### src/rtl/multicycle_ctrl.sv
// Multi-cycle control sequencer: owns the PC and steps each instruction through FETCH/DECODE/EXEC/MEM/WB.
// Optional single-step parking in IDLE is enabled by defining MULTICYCLE_CTRL_SINGLE_STEP_EN.
module multicycle_ctrl #(
  parameter int PC_W = 3
) (
  input  logic            clk,
  input  logic            rst,
  input  logic            start,
  input  logic [2:0]      opcode,
  input  logic            zero,
  input  logic [PC_W-1:0] branch_target,
  input  logic [PC_W-1:0] jump_target,
`ifdef MULTICYCLE_CTRL_SINGLE_STEP_EN
  input  logic            step,
`endif
  output logic [PC_W-1:0] instr_addr,
  output logic            ir_write,
  output logic            alu_src,
  output logic            mem_read,
  output logic            mem_write,
  output logic            reg_write,
  output logic            busy,
  output logic            done,
  output logic [2:0]      state_dbg
);

  localparam logic [2:0] ST_IDLE   = 3'd0;
  localparam logic [2:0] ST_FETCH  = 3'd1;
  localparam logic [2:0] ST_DECODE = 3'd2;
  localparam logic [2:0] ST_EXEC   = 3'd3;
  localparam logic [2:0] ST_MEM    = 3'd4;
  localparam logic [2:0] ST_WB     = 3'd5;
  localparam logic [2:0] ST_HALTED = 3'd6;

  localparam logic [2:0] OP_NOP  = 3'd0;
  localparam logic [2:0] OP_LW   = 3'd1;
  localparam logic [2:0] OP_SW   = 3'd2;
  localparam logic [2:0] OP_ADD  = 3'd3;
  localparam logic [2:0] OP_ADDI = 3'd4;
  localparam logic [2:0] OP_BEQ  = 3'd5;
  localparam logic [2:0] OP_JMP  = 3'd6;
  localparam logic [2:0] OP_HALT = 3'd7;

  localparam logic [PC_W-1:0] PC_ZERO = {PC_W{1'b0}};
  localparam logic [PC_W-1:0] PC_ONE  = {{(PC_W-1){1'b0}}, 1'b1};

  // Where an instruction goes once it retires: straight to the next fetch, or parked in IDLE.
`ifdef MULTICYCLE_CTRL_SINGLE_STEP_EN
  localparam logic [2:0] ST_RET = ST_IDLE;
  logic step_s;
  assign step_s = step;
`else
  localparam logic [2:0] ST_RET = ST_FETCH;
  logic step_s;
  assign step_s = 1'b0;
`endif

  logic [2:0]      state_r;
  logic [2:0]      next_state_s;
  logic [PC_W-1:0] pc_r;
  logic [PC_W-1:0] pc_next_s;
  logic [2:0]      op_r;
  logic [2:0]      op_next_s;

  // State, program counter and latched opcode registers.
  always_ff @(posedge clk or posedge rst) begin
    if (rst) begin
      state_r <= ST_IDLE;
      pc_r    <= PC_ZERO;
      op_r    <= OP_NOP;
    end else begin
      state_r <= next_state_s;
      pc_r    <= pc_next_s;
      op_r    <= op_next_s;
    end
  end

  // Next-state, next-PC and opcode-latch decode.
  always_comb begin
    next_state_s = state_r;
    pc_next_s    = pc_r;
    op_next_s    = op_r;
    case (state_r)
      ST_IDLE: begin
        if (start || step_s) begin
          next_state_s = ST_FETCH;
        end else begin
          next_state_s = ST_IDLE;
        end
      end
      ST_FETCH: begin
        pc_next_s    = pc_r + PC_ONE;
        next_state_s = ST_DECODE;
      end
      ST_DECODE: begin
        op_next_s = opcode;
        case (opcode)
          OP_NOP:  next_state_s = ST_RET;
          OP_JMP: begin
            pc_next_s    = jump_target;
            next_state_s = ST_RET;
          end
          OP_HALT: next_state_s = ST_HALTED;
          default: next_state_s = ST_EXEC;
        endcase
      end
      ST_EXEC: begin
        case (op_r)
          OP_ADD, OP_ADDI: next_state_s = ST_WB;
          OP_LW, OP_SW:    next_state_s = ST_MEM;
          OP_BEQ: begin
            if (zero) begin
              pc_next_s = branch_target;
            end else begin
              pc_next_s = pc_r;
            end
            next_state_s = ST_RET;
          end
          default: next_state_s = ST_RET;
        endcase
      end
      ST_MEM: begin
        if (op_r == OP_LW) begin
          next_state_s = ST_WB;
        end else begin
          next_state_s = ST_RET;
        end
      end
      ST_WB: next_state_s = ST_RET;
      ST_HALTED: begin
        if (start) begin
          pc_next_s    = PC_ZERO;
          next_state_s = ST_FETCH;
        end else begin
          next_state_s = ST_HALTED;
        end
      end
      default: next_state_s = ST_IDLE;
    endcase
  end

  // Moore strobe decode; reset clears the state so strobes drop asynchronously.
  always_comb begin
    ir_write  = 1'b0;
    alu_src   = 1'b0;
    mem_read  = 1'b0;
    mem_write = 1'b0;
    reg_write = 1'b0;
    busy      = 1'b0;
    done      = 1'b0;
    case (state_r)
      ST_IDLE: busy = 1'b0;
      ST_FETCH: begin
        ir_write = 1'b1;
        busy     = 1'b1;
      end
      ST_DECODE: busy = 1'b1;
      ST_EXEC: begin
        alu_src = (op_r == OP_LW) || (op_r == OP_SW) || (op_r == OP_ADDI);
        busy    = 1'b1;
      end
      ST_MEM: begin
        alu_src   = (op_r == OP_LW) || (op_r == OP_SW) || (op_r == OP_ADDI);
        mem_read  = (op_r == OP_LW);
        mem_write = (op_r == OP_SW);
        busy      = 1'b1;
      end
      ST_WB: begin
        reg_write = 1'b1;
        busy      = 1'b1;
      end
      ST_HALTED: done = 1'b1;
      default:   busy = 1'b0;
    endcase
  end

  assign instr_addr = pc_r;
  assign state_dbg  = state_r;

endmodule

### config.mk
export PLATFORM = sky130hd
export DESIGN_NAME = multicycle_ctrl
export DESIGN_NICKNAME = d
export VERILOG_FILES = /design/src/rtl/multicycle_ctrl.sv
export SDC_FILE = /design/constraint.sdc
export NUM_CORES = 1
export LEC_CHECK = 0
export CAP_MARGIN = 20
export CORE_MARGIN = 2
export CORE_UTILIZATION = 48
export CTS_BUF_LIST = sky130_fd_sc_hd__clkbuf_2
export DETAILED_ROUTE_END_ITERATION = 7
export GPL_ROUTABILITY_DRIVEN = 0
export PLACE_DENSITY = 0.87
export SLEW_MARGIN = 20
export SYNTH_ARGS = -nofsm -noshare
export SYNTH_HDL_FRONTEND = slang
export SYNTH_SLANG_ARGS = --single-unit
### constraint.sdc
create_clock -name clk -period 5.3 [get_ports clk]
set_clock_uncertainty 0.2 [all_clocks]
set_input_delay 0.795 -clock clk [delete_from_list [all_inputs] [get_ports clk]]
set_output_delay 0.795 -clock clk [all_outputs]
set_load 0.01 [all_outputs]
## After elaboration in Yosys (flattened, before gate mapping)

Cells that the tools add are included.

| operators by class | value |
|---|---|
| equality and inequality tests | 17 |
| add/sub/neg operators | 1 |
| muxes and demuxes | 18 |
| reduce and logical (&&, ||, !) cells | 11 |

Operators by type and width:

| operator | count |
|---|---|
| == test 3 bit (second input constant) | 7 |
| one-hot mux 3 bit (7 select lines) | 1 |
| 2-to-1 mux 3 bit | 6 |
| == test 3 x 2 -> 1 bit (second input constant) | 4 |
| one-hot mux 3 bit (2 select lines) | 2 |
| one-hot mux 3 bit (4 select lines) | 1 |
| 2-to-1 mux 1 bit | 8 |
| inequality test 2 bit (second input constant) | 4 |
| OR reduction 2 bit | 4 |
| == test 3 x 1 -> 1 bit (second input constant) | 2 |
| zero test 3 bit | 2 |
| AND reduction 5 bit | 1 |
| OR reduction 5 bit | 1 |
| nonzero test 4 bit | 1 |
| adder 3 x 1 -> 3 bit (second input constant) | 1 |
| logical OR 1 bit | 2 |

| word-level totals | value |
|---|---|
| output and inout port bits | 13 |
| bits of input ports | 13 |
| flip-flop bits (word level) | 9 |

## Depth between registers and ports, before layout

| depth | value |
|---|---|
| depth in word-level cells | 4 |
| mapped depth | 5 |
| depth with buffers taken out | 5 |

## Worst setup path before layout

OpenSTA, ideal clock, no wires.

| path | value |
|---|---|
| kind | register to output |
| start | reg state_r[1], in the netlist state_dbg[1] |
| end | out mem_read |
| required time | 4305 ps |
| stages on the path, launching flop included | 3 |
| arrival | 1156 ps |
| path slack | 3149 ps |
| cell sequence | dfrtp_1 buf_2 nor4_1 |

| on the way | value |
|---|---|
| longest elaborated chain between the ends | 2 |

Ends and longest elaborated chain:

| element | line | RTL |
|---|---|---|
| from (decl) | 58 | `logic [2:0] state_r;` |
| from (signal assigned) | 72 | `state_r <= next_state_s;` |
| == test 3 bit | 151 | `case (state_r)` |
| 2-to-1 mux 1 bit | 151 |  |
| to (decl) | 19 | `output logic mem_read,` |

No other way between the ends.

## Worst setup path after layout

| path | value |
|---|---|
| start | reg state_r[0], in the netlist state_dbg[0] |
| end | out mem_read |

Same word-level chain as after synthesis.

==> run summary <==
Antenna Violating Nets Remaining = 0
First-pass GRT wire length = 2.43 mm
Core Area = 1300 um2
1st-iter DRT viols = 12
Final period util = 0.569
Postcts setup bufs = 0
Element type at the critical path start = flop
Pins Over Slew Limit = 0
Critical path class = reg -> out
H-Tree Depth = 1
Most frequent cells in the layout = 25 x clkdlybuf4s50_1, 9 x dfrtp_1, 7 x nor2_1
Initial Util = 0.517
Final-report setup violation count = 0
Synth Area in Adders = 0.0186
Largest net degree at the start of global routing = 18
P_leak = 0.386 nW
Yosys top cell by area = dfrtp_1
Pwr per Cell Area = 556 nW/um2
Avg Synthesized Cell Area = 9.48 um2
GRT Total Usage = 0.180
R2R Path Start = state_dbg[1]
Cell family with most CP delay = buffers and inverters
Worst Hold Class = reg -> reg
Cts bufs inserted = 3
Synth Cell Area = 673 um2
Antenna diodes = 0
Synth Area in XOR/XNOR = 0.0520
Crit. End Element = output pin
Commonest non-fill, non-tap cell in the layout = clkdlybuf4s50_1
Fmax = 331 MHz
Crit path time final = 3.02 ns
Max Cap Viol = 0
Placed standard-cell area = 920 um2
Vias in the first global route = 561
First-pass DRT Iterations = 4
Ranking of synthesized cells by area = dfrtp_1 33%, mux2_1 10%, nor2_1 3.9%, xnor2_1 3.9%, nand2b_1 3.7%
Antenna violations before repair = 0
Post-CTS sizing = 0
Vias = 619
Ys Warns = 0
Worst path depth = 3
CTS Hold Bufs = 0
Gate Count Post-Synth = 71
Least-Margin Pin Slew = 0.531 ns
Synth Area in Simple Gates = 0.208
Register area share after synthesis = 0.335
Final instance area = 940 um2
P&R area growth vs syn = 39.6%
Via/cell ratio = 5.58
Crit path buf inv count = 1
Clk slew on worst S/H paths = 0.10 ns
Clock root cell = clkbuf_2
I/O pin count = 26
Drt total wl = 1.50 mm
Share of cells above drive strength 1 = 0.0938
Worst rel slew slack = 0.646
Die height = 41.5 um
Fin nets = 111
Post-synthesis mux area share = 0.147
Largest family of logic cells by synthesized area = simple AND/OR/NAND/NOR gates
CTS tree = done
Hold Violations, Final = 0
# clock sinks = 9
Worst EP required = 4.30 ns
Worst setup endpoint = mem_read
Worst vdd ir = 0.312 mV
R2R Setup Slk = 3.28 ns
Reg-to-Reg End = instr_addr[2]
Grt total ovfl = 0
Worst path max stage delay = 0.62 ns
Final Util = 0.722
Placed insts = 107
Synth Net Count = 85
Cell variety after synth = 32
Critical path origin = state_dbg[0]
Top-area cell type share of the netlist area = 0.335
RSZ-0062 raised after global routing = false
Critical-path top delay cell = clkdlybuf4s50_1
Status = complete, no violations
Clk_lat worst skew = 0.23 ns
Die W = 41.5 um
Cells on worst reg2reg path = 4
Die ar. = 1720 um2
CP cell instances = nand2b_1, nor4_1, clkdlybuf4s50_1
FP Rows = 13
Arrival time at the worst endpoint = 2.02 ns
Synth Area in Compound Gates = 0.180
CP max FO = 16
Non-filler cells in the finished layout = 111
Avg WL per Cell = 13.5 um
IO buf count = 25
DRC viols = 0
Setup TNS = 0 ns
Buffer depth of the longest clock path = 2
#FFs+latches synth = 9
-- registers in the layout, indices dropped and copies added (netlist names) --
register	cells
instr_addr	3
op_r	3
state_dbg	3
-- synth_stat cells (all sizes together) --
cell type	number
dfrtp	9
mux2	7
nor2	7
buf	4
inv	4
nand2b	4
nor3b	4
a21oi	3
nand2	3
o21ai	3
xnor2	3
and3	2
mux2i	2
nor4	2
o22ai	2
a211o	1
a21boi	1
a221o	1
a22o	1
and2	1
ha	1
nor3	1
o2111ai	1
o211ai	1
o221ai	1
o311ai	1
xor2	1
-- worst min-delay path by stage --
| stage | start | endpoint | slack (ns) | cells past startpoint |
|---|---|---|---|---|
| 2_1_floorplan | op_r[0] | op_r[0] | 0.34 | 1 |
| 3_3_place_gp | instr_addr[1] | instr_addr[1] | 0.31 | 1 |
| 3_5_place_dp | instr_addr[1] | instr_addr[1] | 0.32 | 1 |
| 4_1_cts | instr_addr[1] | instr_addr[1] | 0.35 | 1 |
| 5_1_grt | instr_addr[1] | instr_addr[1] | 0.39 | 1 |
| 6_report | instr_addr[1] | instr_addr[1] | 0.34 | 1 |
-- layer usage --
| metal | share of wire | GRT usage | vias up |
|---|---|---|---|
| li1 | - | - | 313 |
| met5 | 0 | 0 | - |
| met2 | 0.52 | 0.300 | 21 |
| met1 | 0.44 | 0.231 | 283 |
| met3 | 0.042 | 0.0348 | 2 |
| met4 | 0.0040 | 0.0645 | 0 |
-- cell families after synthesis --
group           count (synthesis)
compound gates                 16
xor+xnor                        4
fa+ha+maj                       1
buf+inv                         8
flops                           9
mux                             9
simple gates                   24
-- final cells by class --
class / count / area [um2]
Multi-Input combinational cell: 54 / 408
Tap cell: 15 / 18.8
Timing Repair Buffer: 25 / 250
Clock buffer: 4 / 20.0
Sequential cell: 9 / 225
Fill cell: 114 / 362
Inverter: 4 / 17.5
-- report_power, final --
part / switching [mW] / internal (mW)
Combinational: 0.120 / 0.183
Clock: 0.0241 / 0.0201
Sequential: 0.0718 / 0.103
Total: 0.216 / 0.306
-- worst register-to-register path: cells and delay by family, from the launching register on --
family	cells	cell delay (ns)
DFF	1	0.65
and+or+nand+nor	1	0.44
muxes	1	0.37
AOI/OAI and AO/OA	2	0.25
-- through the flow --
stage / total power [mW] / worst slack [ns] / hold WS (ns)
3_3_place_gp: 0.471 / 2.64 / 0.311
3_5_place_dp: 0.478 / 2.57 / 0.324
5_1_grt: 0.568 / 2.12 / 0.393
6_report: 0.522 / 2.28 / 0.341
2_1_floorplan: 0.373 / 3.15 / 0.340
4_1_cts: 0.526 / 2.30 / 0.351
Note: power is estimated with default switching activity, not from simulation.
